$ cat config.mk
export PLATFORM = sky130hd
export DESIGN_NAME = alu_wb_seq_flat
export DESIGN_NICKNAME = d
export VERILOG_FILES = /design/src/rtl/arm_pkg.sv /design/src/rtl/alu_wb_seq_if.sv /design/src/rtl/flag_reg.sv /design/src/rtl/alu_wb_seq.sv /design/src/flat_wrapper.sv
export SDC_FILE = /design/constraint.sdc
export NUM_CORES = 1
export LEC_CHECK = 0
export CORE_ASPECT_RATIO = 1.2
export CORE_UTILIZATION = 30
export CTS_CLUSTER_DIAMETER = 80
export DETAILED_ROUTE_END_ITERATION = 12
export PLACE_DENSITY = 0.58
export SLEW_MARGIN = 20
export SYNTH_ARGS = -nofsm -noshare
export SYNTH_HDL_FRONTEND = slang
export SYNTH_SLANG_ARGS = --single-unit
$ cat constraint.sdc
create_clock -name clk -period 1.4 [get_ports clk]
set_input_delay 0.21 -clock clk [delete_from_list [all_inputs] [get_ports clk]]
set_output_delay 0.21 -clock clk [all_outputs]
set_load 0.01 [all_outputs]
$ cat src/rtl/arm_pkg.sv
// Shared definitions for the ARM multicycle datapath: write-back FSM states,
// long-multiply ALU controls and NZCV bit positions.
package arm_pkg;

  localparam int unsigned FLAG_W = 4;

  localparam int unsigned N_IDX = 3;
  localparam int unsigned Z_IDX = 2;
  localparam int unsigned C_IDX = 1;
  localparam int unsigned V_IDX = 0;

  localparam logic [2:0] ALU_UMULL = 3'b110;
  localparam logic [2:0] ALU_SMULL = 3'b111;

  typedef enum logic [1:0] {
    IDLE  = 2'd0,
    WR_LO = 2'd1,
    WR_HI = 2'd2
  } wb_state_e;

  // True for the ALU controls that produce a 64-bit product in two words.
  function automatic logic is_long_op(input logic [2:0] alu_control);
    return (alu_control == ALU_UMULL) || (alu_control == ALU_SMULL);
  endfunction

endpackage

$ cat src/rtl/alu_wb_seq_if.sv
// ALU-result issue channel and register-file write port seen by alu_wb_seq.
interface alu_wb_seq_if #(
  parameter int unsigned DATA_W = 32,
  parameter int unsigned ADDR_W = 4
);

  logic              in_valid;
  logic              in_ready;
  logic [DATA_W-1:0] Result;
  logic [DATA_W-1:0] Result2;
  logic [3:0]        ALUFlags;
  logic              long_op;
  logic              reg_write;
  logic [1:0]        FlagWrite;
  logic [ADDR_W-1:0] rd_lo;
  logic [ADDR_W-1:0] rd_hi;

  logic              wb_ready;
  logic              WE3;
  logic [ADDR_W-1:0] A3;
  logic [DATA_W-1:0] WD3;

  modport master (
    output in_valid, Result, Result2, ALUFlags, long_op, reg_write,
           FlagWrite, rd_lo, rd_hi, wb_ready,
    input  in_ready, WE3, A3, WD3
  );

  modport slave (
    input  in_valid, Result, Result2, ALUFlags, long_op, reg_write,
           FlagWrite, rd_lo, rd_hi, wb_ready,
    output in_ready, WE3, A3, WD3
  );

endinterface

$ cat src/rtl/flag_reg.sv
// Architectural NZCV register; N/Z come from a 64-bit product for long multiplies.
module flag_reg
  import arm_pkg::*;
#(
  parameter int unsigned DATA_W = 32
) (
  input  logic              clk,
  input  logic              reset,
  input  logic              nz_en,
  input  logic              cv_en,
  input  logic              long_op,
  input  logic [FLAG_W-1:0] alu_flags,
  input  logic [DATA_W-1:0] hi,
  input  logic [DATA_W-1:0] lo,
  output logic [FLAG_W-1:0] flags
);

  logic n_c;
  logic z_c;

  // The ALU only sees 32 bits, so long-op N/Z are derived from the full product.
  always_comb begin
    n_c = alu_flags[N_IDX];
    z_c = alu_flags[Z_IDX];
    if (long_op) begin
      n_c = hi[DATA_W-1];
      z_c = ({hi, lo} == '0);
    end
  end

  always_ff @(posedge clk or negedge reset) begin
    if (!reset) begin
      flags <= '0;
    end else begin
      if (nz_en) begin
        flags[N_IDX] <= n_c;
        flags[Z_IDX] <= z_c;
      end
      if (cv_en && !long_op) begin
        flags[C_IDX] <= alu_flags[C_IDX];
        flags[V_IDX] <= alu_flags[V_IDX];
      end
    end
  end

endmodule

$ cat src/rtl/alu_wb_seq.sv
// ALU write-back sequencer: captures ALU results/flags and issues one or two
// register-file write beats. Optional macro ALU_WB_BYPASS_EN enables 0-latency normal writes.
module alu_wb_seq
  import arm_pkg::*;
#(
  parameter int unsigned DATA_W = 32,
  parameter int unsigned ADDR_W = 4
) (
  input  logic              clk,
  input  logic              reset,
  alu_wb_seq_if.slave       bus,
  output logic [DATA_W-1:0] ALUOut,
  output logic [FLAG_W-1:0] Flags,
  output logic              done
);

  wb_state_e state_q;
  wb_state_e state_d;

  logic              in_ready_q;
  logic              in_ready_d;
  logic              we3_q;
  logic              we3_d;
  logic [ADDR_W-1:0] a3_q;
  logic [ADDR_W-1:0] a3_d;
  logic [DATA_W-1:0] wd3_q;
  logic [DATA_W-1:0] wd3_d;
  logic              done_d;

  logic [DATA_W-1:0] hi_q;
  logic [ADDR_W-1:0] rd_hi_q;
  logic              long_q;

  logic              accept_c;
  logic              bypass_c;
  logic [DATA_W-1:0] cap_lo_c;

  assign accept_c = bus.in_valid && in_ready_q;
  assign cap_lo_c = bus.long_op ? bus.Result2 : bus.Result;

`ifdef ALU_WB_BYPASS_EN
  assign bypass_c = accept_c && !bus.long_op && bus.reg_write && bus.wb_ready;
`else
  assign bypass_c = 1'b0;
`endif

  // State register.
  always_ff @(posedge clk or negedge reset) begin
    if (!reset) begin
      state_q <= IDLE;
    end else begin
      state_q <= state_d;
    end
  end

  // Next-state logic.
  always_comb begin
    state_d = state_q;
    case (state_q)
      IDLE: begin
        if (accept_c && bus.reg_write && !bypass_c) begin
          state_d = WR_LO;
        end
      end
      WR_LO: begin
        if (bus.wb_ready) begin
          state_d = long_q ? WR_HI : IDLE;
        end
      end
      WR_HI: begin
        if (bus.wb_ready) begin
          state_d = IDLE;
        end
      end
      default: state_d = IDLE;
    endcase
  end

  // Next values of the registered write port, done and in_ready.
  always_comb begin
    we3_d      = we3_q;
    a3_d       = a3_q;
    wd3_d      = wd3_q;
    done_d     = 1'b0;
    in_ready_d = (state_d == IDLE);
    case (state_q)
      IDLE: begin
        we3_d = 1'b0;
        if (accept_c) begin
          if (bus.reg_write) begin
            a3_d  = bus.rd_lo;
            wd3_d = cap_lo_c;
            if (bypass_c) begin
              done_d = 1'b1;
            end else begin
              we3_d = 1'b1;
            end
          end else begin
            done_d = 1'b1;
          end
        end
      end
      WR_LO: begin
        if (bus.wb_ready) begin
          if (long_q) begin
            a3_d  = rd_hi_q;
            wd3_d = hi_q;
          end else begin
            we3_d  = 1'b0;
            done_d = 1'b1;
          end
        end
      end
      WR_HI: begin
        if (bus.wb_ready) begin
          we3_d  = 1'b0;
          done_d = 1'b1;
        end
      end
      default: we3_d = 1'b0;
    endcase
  end

  // Output and capture registers; reset drops any pending beat.
  always_ff @(posedge clk or negedge reset) begin
    if (!reset) begin
      in_ready_q <= 1'b0;
      we3_q      <= 1'b0;
      a3_q       <= '0;
      wd3_q      <= '0;
      done       <= 1'b0;
      ALUOut     <= '0;
      hi_q       <= '0;
      rd_hi_q    <= '0;
      long_q     <= 1'b0;
    end else begin
      in_ready_q <= in_ready_d;
      we3_q      <= we3_d;
      a3_q       <= a3_d;
      wd3_q      <= wd3_d;
      done       <= done_d;
      if (accept_c) begin
        ALUOut  <= cap_lo_c;
        hi_q    <= bus.Result;
        rd_hi_q <= bus.rd_hi;
        long_q  <= bus.long_op;
      end
    end
  end

  assign bus.in_ready = in_ready_q;
  assign bus.WE3      = we3_q || bypass_c;
  assign bus.A3       = bypass_c ? bus.rd_lo  : a3_q;
  assign bus.WD3      = bypass_c ? bus.Result : wd3_q;

  flag_reg #(
    .DATA_W (DATA_W)
  ) u_flag_reg (
    .clk       (clk),
    .reset     (reset),
    .nz_en     (accept_c && bus.FlagWrite[1]),
    .cv_en     (accept_c && bus.FlagWrite[0]),
    .long_op   (bus.long_op),
    .alu_flags (bus.ALUFlags),
    .hi        (bus.Result),
    .lo        (cap_lo_c),
    .flags     (Flags)
  );

endmodule

$ cat src/flat_wrapper.sv
// flat-port wrapper written by rule: the top's interface ports become plain ports
module alu_wb_seq_flat import arm_pkg::*;
#(
  parameter int unsigned DATA_W = 32,
  parameter int unsigned ADDR_W = 4
)
  (clk, reset, ALUOut, Flags, done, bus_in_valid, bus_Result, bus_Result2, bus_ALUFlags, bus_long_op, bus_reg_write, bus_FlagWrite, bus_rd_lo, bus_rd_hi, bus_wb_ready, bus_in_ready, bus_WE3, bus_A3, bus_WD3);
  alu_wb_seq_if #(.DATA_W(DATA_W), .ADDR_W(ADDR_W)) bus_i ();
  input  logic clk;
  input  logic reset;
  output logic [DATA_W-1:0] ALUOut;
  output logic [FLAG_W-1:0] Flags;
  output logic done;
  input wire logic [$bits(bus_i.in_valid)-1:0] bus_in_valid;
  input wire logic [$bits(bus_i.Result)-1:0] bus_Result;
  input wire logic [$bits(bus_i.Result2)-1:0] bus_Result2;
  input wire logic [$bits(bus_i.ALUFlags)-1:0] bus_ALUFlags;
  input wire logic [$bits(bus_i.long_op)-1:0] bus_long_op;
  input wire logic [$bits(bus_i.reg_write)-1:0] bus_reg_write;
  input wire logic [$bits(bus_i.FlagWrite)-1:0] bus_FlagWrite;
  input wire logic [$bits(bus_i.rd_lo)-1:0] bus_rd_lo;
  input wire logic [$bits(bus_i.rd_hi)-1:0] bus_rd_hi;
  input wire logic [$bits(bus_i.wb_ready)-1:0] bus_wb_ready;
  output wire logic [$bits(bus_i.in_ready)-1:0] bus_in_ready;
  output wire logic [$bits(bus_i.WE3)-1:0] bus_WE3;
  output wire logic [$bits(bus_i.A3)-1:0] bus_A3;
  output wire logic [$bits(bus_i.WD3)-1:0] bus_WD3;
  assign bus_i.in_valid = bus_in_valid;
  assign bus_i.Result = bus_Result;
  assign bus_i.Result2 = bus_Result2;
  assign bus_i.ALUFlags = bus_ALUFlags;
  assign bus_i.long_op = bus_long_op;
  assign bus_i.reg_write = bus_reg_write;
  assign bus_i.FlagWrite = bus_FlagWrite;
  assign bus_i.rd_lo = bus_rd_lo;
  assign bus_i.rd_hi = bus_rd_hi;
  assign bus_i.wb_ready = bus_wb_ready;
  assign bus_in_ready = bus_i.in_ready;
  assign bus_WE3 = bus_i.WE3;
  assign bus_A3 = bus_i.A3;
  assign bus_WD3 = bus_i.WD3;
  alu_wb_seq #(.DATA_W(DATA_W), .ADDR_W(ADDR_W)) u_core (.clk(clk), .reset(reset), .bus(bus_i), .ALUOut(ALUOut), .Flags(Flags), .done(done));
endmodule
# ---- Word level (Yosys, flattened, before mapping)
# Index checks and enable logic that the tools add are counted.
dict set report classes {
  n_eq_ne 8
  n_reduce_logical 12
  n_mux 30
}
# cell count
set op_table {}
lappend op_table {{32-bit two-way mux} 5}
lappend op_table {{64-bit zero test} 1}
lappend op_table {{32-bit case mux with 2 select lines} 1}
lappend op_table {{4-bit two-way mux} 4}
lappend op_table {{1-bit two-way mux} 12}
lappend op_table {{2-bit two-way mux} 4}
lappend op_table {{2-bit != test, second input constant} 4}
lappend op_table {{4-bit case mux with 2 select lines} 1}
lappend op_table {{1-bit case mux with 3 select lines} 2}
lappend op_table {{2-bit case mux with 3 select lines} 1}
lappend op_table {{1-bit logical AND} 5}
lappend op_table {{5-bit AND reduction} 1}
lappend op_table {{2-bit zero test} 2}
lappend op_table {{2-bit by 1-bit != test with 1-bit output, second input constant} 2}
lappend op_table {{3-bit AND reduction} 1}
lappend op_table {{2-bit by 1-bit == test with 1-bit output, second input constant} 1}
lappend op_table {{2-bit == test, second input constant} 1}
lappend op_table {{2-bit nonzero test} 1}
lappend op_table {{1-bit zero test} 1}
dict set report totals {
  input_bits 84
  regBits 114
  elab_cells 62
}

# ---- Depth between registers and ports, before layout
# Gate-level depths: netlist of run 1.
dict set report depth {
  word_depth 5
  mapped_depth 6
  mapped_depth_nobuf 4
}

# ---- Cells and area by module
# A second synthesis of run 1 with hierarchy kept.
dict set report hier_totals {
  cells_unflattened 467
  hier_area_um2 5242.5
}
# mod cells_per_inst area_per_inst_um2 seq_area_each_um2 n_inst
set modules_own_cells {}
lappend modules_own_cells {alu_wb_seq 430 4907.2 2752.6 1}
lappend modules_own_cells {flag_reg 37 335.3 100.1 1}

# ---- Least setup slack after synthesis of run 1
# Ideal clock, no wire load.
dict set report synth_timing {
  path_type {reg-to-reg}
  start {register u_core.in_ready_q (netlist: u_core.bus.in_ready)}
  end {register u_core.hi_q[0]}
  path_buffers 2
  t_arrival_ns 1.252
  stages_incl_launch_ff 5
  slack_ns 0.020
  path_cell_list {dfrtp_1 -> nand2_1 -> buf_2 -> buf_2 -> mux2_1}
}
dict set report synth_between {
  elab_chain_cells 1
}
# item line_no
set synth_rtl {}
lappend synth_rtl {{start, declared} alu_wb_seq.sv:20} ;# logic in_ready_q;
lappend synth_rtl {{start signal, assigned} alu_wb_seq.sv:137} ;# in_ready_q <= in_ready_d;
lappend synth_rtl {{1-bit logical AND} alu_wb_seq.sv:38} ;# assign accept_c = bus.in_valid && in_ready_q;
lappend synth_rtl {{end signal, assigned} alu_wb_seq.sv:144} ;# hi_q <= bus.Result;
lappend synth_rtl {{end, declared} alu_wb_seq.sv:30} ;# logic [DATA_W-1:0] hi_q;
# Every way passes these cells.
# A chain may end at the register's enable or synchronous reset.

# ---- Final worst setup path of run 1
dict set report layout_timing {
  start {register u_core.state_q[0]}
  end {register u_core.wd3_q[26] (netlist: u_core.bus.WD3[26])}
}
dict set report layout_between {
  elab_chain_cells 3
}
# item line_no
set layout_rtl {}
lappend layout_rtl {{start, declared} alu_wb_seq.sv:17} ;# wb_state_e state_q;
lappend layout_rtl {{start signal, assigned} alu_wb_seq.sv:52} ;# state_q <= state_d;
lappend layout_rtl {{2-bit by 1-bit == test with 1-bit output or 2-bit zero test (tied branches)} alu_wb_seq.sv:86} ;# case (state_q)
lappend layout_rtl {{2-bit by 1-bit != test with 1-bit output (no source line) (tied with other cells)} --}
lappend layout_rtl {{5-bit AND reduction (no source line)} --}
lappend layout_rtl {{end signal, assigned} alu_wb_seq.sv:140} ;# wd3_q <= wd3_d;
lappend layout_rtl {{end, declared} alu_wb_seq.sv:26} ;# logic [DATA_W-1:0] wd3_q;
# Several ways; a longest one is shown, not always the timed one.

==> run metrics, run 1 <==
outcome finished with violations; failing checks setup timing; R2R depth 5; CTS buffer count 17; Static Leak 3.72 nW; number of synthesized flops with an enable pin 0; largest family of logic cells by synthesized area multiplexers; top cell type's share of synthesized area 0.560; Synth async-reset ratio 1.00; internal reg-to-reg setup slack -0.01 ns; Worst path max stage delay 0.42 ns; clk buf depth 2; die area 0.0175 mm2; area of the multi-input gates 0.00208 mm2; share of cells above drive strength 1 0.193; drt first pass iters 4; clock latency on the worst-skew pair 0.41 ns; Post-synth top cells dfrtp_1 (114), nand2_1 (72), mux2i_1 (37); Synth Flop Type dfrtp_1; global route overflow 0; P&R area growth vs syn 56.8%; largest area contributor in the netlist dfrtp_1; ant diodes 0; Distinct cells, synth 31; Clock transition at path regs 0.06 ns; family with the most delay on the worst path flip-flops; Final Instance Count excl. Fillers 926; top cells by area, synth dfrtp_1 (56%), mux2_1 (8.0%), mux2i_1 (7.3%), nand2_1 (5.3%), a21oi_1 (3.3%); Vias/cell 4.68; final setup vio count 1; DPL Wire Length 11100 um; Seq/Total Area, Yosys 0.560; Crit path buffers/inverters 1; DRC 0; Root Buffer clkbuf_16; Max Cap Viol 0; Core ar. 0.0164 mm2; crit-path max FO 21; Routed Antenna Nets 0; Die Wd 121 um; worst hold path class input port to flop; final wirelength 15300 um; fin nets 785; final worst path period share 1.01; vias in the first global route 4392; placed inst area 0.00746 mm2; largest net degree at the start of global routing 54; FF+latch count, synth 114; fmax 709 MHz; Period minus WS final 1.41 ns; wire per inst 16.5 um; initial antenna violation count 0; htree depth 4; CTS tree done; multiplexer area fraction after synthesis 0.159; final instance area 0.00799 mm2; most common cell in the synthesized netlist dfrtp_1; DR iter-0 viols 139; clk sinks 114; Clock Skew 0.00610 ns; Fin. Hold Viols 0; WHS Endpoint u_core.hi_q[22]; Total GRT Usage 0.178; DIE HEIGHT 145 um; crit path DAT 1.70 ns; Peak supply drop 0.837 mV; Mean Syn Cell Area 10.8 um2; Hold Path Cell Cnt 2; pre-CTS setup slack -0.586 ns; GP Congestion 0.844; post-synthesis adder-cell area fraction 0; first-pass GRT wire length 23500 um; Synth Instances 471; Crit-path slowest cell dfrtp_1; min-delay src bus_Result[22]; number of synthesis warnings 0; critical path required time 1.69 ns; worst slew pin tran 0.398 ns; Worst setup SP type flop; Fill cells 1515; IO Pins 159; XOR/XNOR share of the synthesized area 0; Inst Count DP 891; Net Count, Synth 555; post-synthesis compound-gate area fraction 0.119; Post-Syn Area 0.00510 mm2; Worst Slack Setup Final -0.00974 ns; crit-path cells nand4b_1 -> a21o_4 -> clkbuf_16 -> nand2_1 -> o21ai_1; Pwr Density 1830 mW/mm2; reg2reg end u_core.bus.WD3[26]; initial core utilization 0.311; crit path capture type flop; worst setup path class flop to flop; routed via count 4330; worst flop-to-flop path startpoint u_core.state_q[0]; Synth Area in Simple Gates 0.119; Slew Limit Headroom 0.732; register area 0.00285 mm2; Pins Over Slew Limit 0; RSZ-0062 raised after global routing yes; port buffer count 158; Rows 51; final core occ 0.487
[report_power, final]
part	total (W)	internal [W]	leakage [nW]	switching [W]
Sequential	0.00542	0.00467	1.39	0.000753
Combinational	0.00530	0.00260	2.08	0.00270
Clock	0.00387	0.00238	0.257	0.00149
[kinds of logic (layout without fill, tap and decap cells)]
| group | after synthesis | after routing |
|---|---|---|
| muxes | 76 | 76 |
| DFF | 114 | 114 |
| AOI/OAI and AO/OA | 112 | 112 |
| buffers and inverters | 31 | 274 |
| and+or+nand+nor | 138 | 138 |
[registers in the layout, indices dropped and copies added, names as in the netlist]
| signal | cells |
|---|---|
| u_core.rd_hi_q | 4 |
| u_core.state_q | 2 |
| u_core.u_flag_reg.flags | 4 |
| u_core.ALUOut | 32 |
| u_core.bus.WE3 | 1 |
| u_core.bus.in_ready | 1 |
| u_core.bus.WD3 | 32 |
| u_core.done | 1 |
| u_core.long_q | 1 |
| u_core.bus.A3 | 4 |
| u_core.hi_q | 32 |
[worst max-delay path by stage]
stage	from	end	slack, ns	cells after the start
2_1_floorplan	u_core.bus.in_ready	u_core.hi_q[0]	0.02	4
6_report	u_core.state_q[0]	u_core.bus.WD3[26]	-0.01	5
3_5_place_dp	bus_Result[28]	u_core.u_flag_reg.flags[2]	-0.59	6
5_1_grt	u_core.state_q[0]	u_core.bus.WD3[18]	-0.06	5
3_3_place_gp	bus_Result[28]	u_core.u_flag_reg.flags[2]	-0.57	6
4_1_cts	bus_Result[29]	u_core.u_flag_reg.flags[2]	0.003	6
[layout by cell type (no fill, tap or decap), types with 2 or more instances in the layout]
master	count
a21oi_1	33
buf_12	10
buf_4	73
clkbuf_1	2
clkbuf_16	18
clkbuf_8	3
clkdlybuf4s50_1	79
clkinv_2	6
clkinvlp_4	4
dfrtp_1	113
dlygate4sd2_1	75
mux2_1	36
mux2_2	3
mux2i_1	37
nand2_1	69
nand2_2	2
nand3_1	2
nand4_1	3
nand4b_1	3
nor2_1	35
nor2b_1	2
nor3b_1	2
nor4_1	11
o21ai_0	34
o21ai_1	30
o21ai_2	9
[repair_timing]
item	in CTS	in global routing
pin swaps	1	3
endpoints found under the setup margin	76	30
buffers inserted	0	1
cloned	0	1
hold buffers	1	0
gates resized for setup	80	7
endpoints found under the hold margin	21	0
[layer usage]
metal,track usage,vias up,share of wire
li1,-,2117,-
met2,0.300,103,0.50
met1,0.216,2097,0.43
met5,0,-,0
met3,0.0509,13,0.054
met4,0.0676,0,0.015
[per-stage QoR]
| stage | total power [W] | hold WS [ns] | TNS [ns] |
|---|---|---|---|
| 3_5_place_dp | 0.0114 | 0.138 | -22.22 |
| 4_1_cts | 0.0146 | 0.249 | 0 |
| 5_1_grt | 0.0156 | 0.145 | -1.54 |
| 3_3_place_gp | 0.0112 | 0.132 | -20.06 |
| 2_1_floorplan | 0.00814 | -0.0856 | 0 |
| 6_report | 0.0146 | 0.134 | -0.00974 |
[layout make-up]
cell class	instances	area share
flip-flops and latches	114	0.357
well taps	212	0.0332
multi-input cells	326	0.260
repair buffers	242	0.283
clock inverters	10	0.00752
clock buffers	22	0.0593
Power figures use the tool's default switching activity.
==> run 2: changes to the inputs <==
Settings changed: CORE_MARGIN set to 2.
==> run metrics, run 2 (same netlist as run 1, synthesis figures left out) <==
Pwr Density 1890 mW/mm2; internal reg-to-reg setup slack 0.03 ns; CTS buffer count 17; final setup vio count 0; most frequent cells in the layout dfrtp_1 (113), dlygate4sd2_1 (75), clkdlybuf4s50_1 (73); worst flop-to-flop path startpoint u_core.state_q[1]; Fill cells 1580; crit path DAT 1.16 ns; commonest non-fill, non-tap cell in the layout dfrtp_1; crit-path cells dlygate4sd2_1; fmax 729 MHz; Root Buffer clkbuf_16; routed via count 4404; crit path capture type primary output; worst setup path class flop to primary output; Total GRT Usage 0.175; final worst path period share 0.980; outcome finished, final reports clean; port buffer count 158; clock latency on the worst-skew pair 0.42 ns; Rows 52; Worst path max stage delay 0.44 ns; placed inst area 0.00747 mm2; global route overflow 0; Fin. Hold Viols 0; Pins Over Slew Limit 0; worst slew pin tran 0.379 ns; reg2reg end u_core.bus.WD3[4]; initial core utilization 0.304; clk sinks 114; critical path required time 1.19 ns; GP Congestion 0.885; first-pass GRT wire length 24000 um; drt first pass iters 5; Die Wd 123 um; final instance area 0.00815 mm2; R2R depth 5; Crit path buffers/inverters 1; setup TNS 0 ns; Crit-path slowest cell dfrtp_2; Slew Limit Headroom 0.745; DRC 0; DR iter-0 viols 223; htree depth 4; wire per inst 16.7 um; Period minus WS final 1.37 ns; IO Pins 159; Vias/cell 4.74; initial antenna violation count 1; Clock Skew 0.0173 ns; Routed Antenna Nets 0; family with the most delay on the worst path flip-flops; DIE HEIGHT 147 um; Hold Path Cell Cnt 2; CTS tree done; share of cells above drive strength 1 0.195; Clock transition at path regs 0.05 ns; fin nets 785; final core occ 0.486; min-delay src bus_Result[27]; Worst setup SP type flop; Static Leak 3.85 nW; WHS Endpoint u_core.hi_q[27]; die area 0.0181 mm2; Core ar. 0.0168 mm2; P&R area growth vs syn 59.9%; largest net degree at the start of global routing 42; Peak supply drop 0.961 mV; vias in the first global route 4469; Max Cap Viol 0; RSZ-0062 raised after global routing yes; clk buf depth 2; ant diodes 0; worst hold path class input port to flop; crit-path max FO 5; final wirelength 15500 um; DPL Wire Length 11300 um
[run 2: worst max path at each step]
stage | depth (start not counted) | end | start
floorplan | 4 | u_core.hi_q[0] | u_core.bus.in_ready
finish | 1 | bus_in_ready | u_core.bus.in_ready
global route | 5 | u_core.bus.WD3[19] | u_core.state_q[0]
global placement | 6 | u_core.u_flag_reg.flags[2] | bus_Result[28]
CTS | 1 | bus_in_ready | u_core.bus.in_ready
detailed placement | 6 | u_core.u_flag_reg.flags[2] | bus_Result[28]
[run 2: repair_timing]
item / 4_1_cts / 5_1_grt
hold buffers: 1 / 0
pin swaps: 1 / 7
setup buffers: 1 / 3
resized for setup: 79 / 13
hold endpoints to repair: 19 / 0
cloned: 0 / 1
setup endpoints to repair: 88 / 38
[run 2: area by class of cell]
type / count / area, um2 / share of cell area
multi-input cells: 326 / 2080 / 0.256
repair buffers: 242 / 2310 / 0.284
flip-flops and latches: 114 / 2850 / 0.350
clock inverters: 10 / 155 / 0.0190
clock buffers: 22 / 474 / 0.0582
well taps: 216 / 270 / 0.0332
[run 2: routing by layer]
metal / GRT usage / share of wire / vias to the layer above
met5: 0 / 0.00077 / -
met3: 0.0598 / 0.064 / 29
met1: 0.217 / 0.43 / 2108
met4: 0.0676 / 0.025 / 2
li1: - / - / 2117
met2: 0.278 / 0.48 / 148
[run 2: per-stage QoR]
stage                     worst slack, ns  cells  total power, W  hold slack (ns)
after detailed placement           -0.512    892          0.0114            0.137
after floorplan                    0.0200    471         0.00814          -0.0856
final                              0.0280    930          0.0154            0.111
after CTS                         0.00606    926          0.0155            0.193
after global routing              -0.0506    930          0.0164            0.113
after global placement             -0.575    892          0.0113            0.132
[run 2: power breakdown]
| part | switching (W) | internal, W |
|---|---|---|
| clock network | 0.00150 | 0.00310 |
| logic | 0.00277 | 0.00267 |
| registers | 0.000729 | 0.00467 |
| total | 0.00500 | 0.0104 |
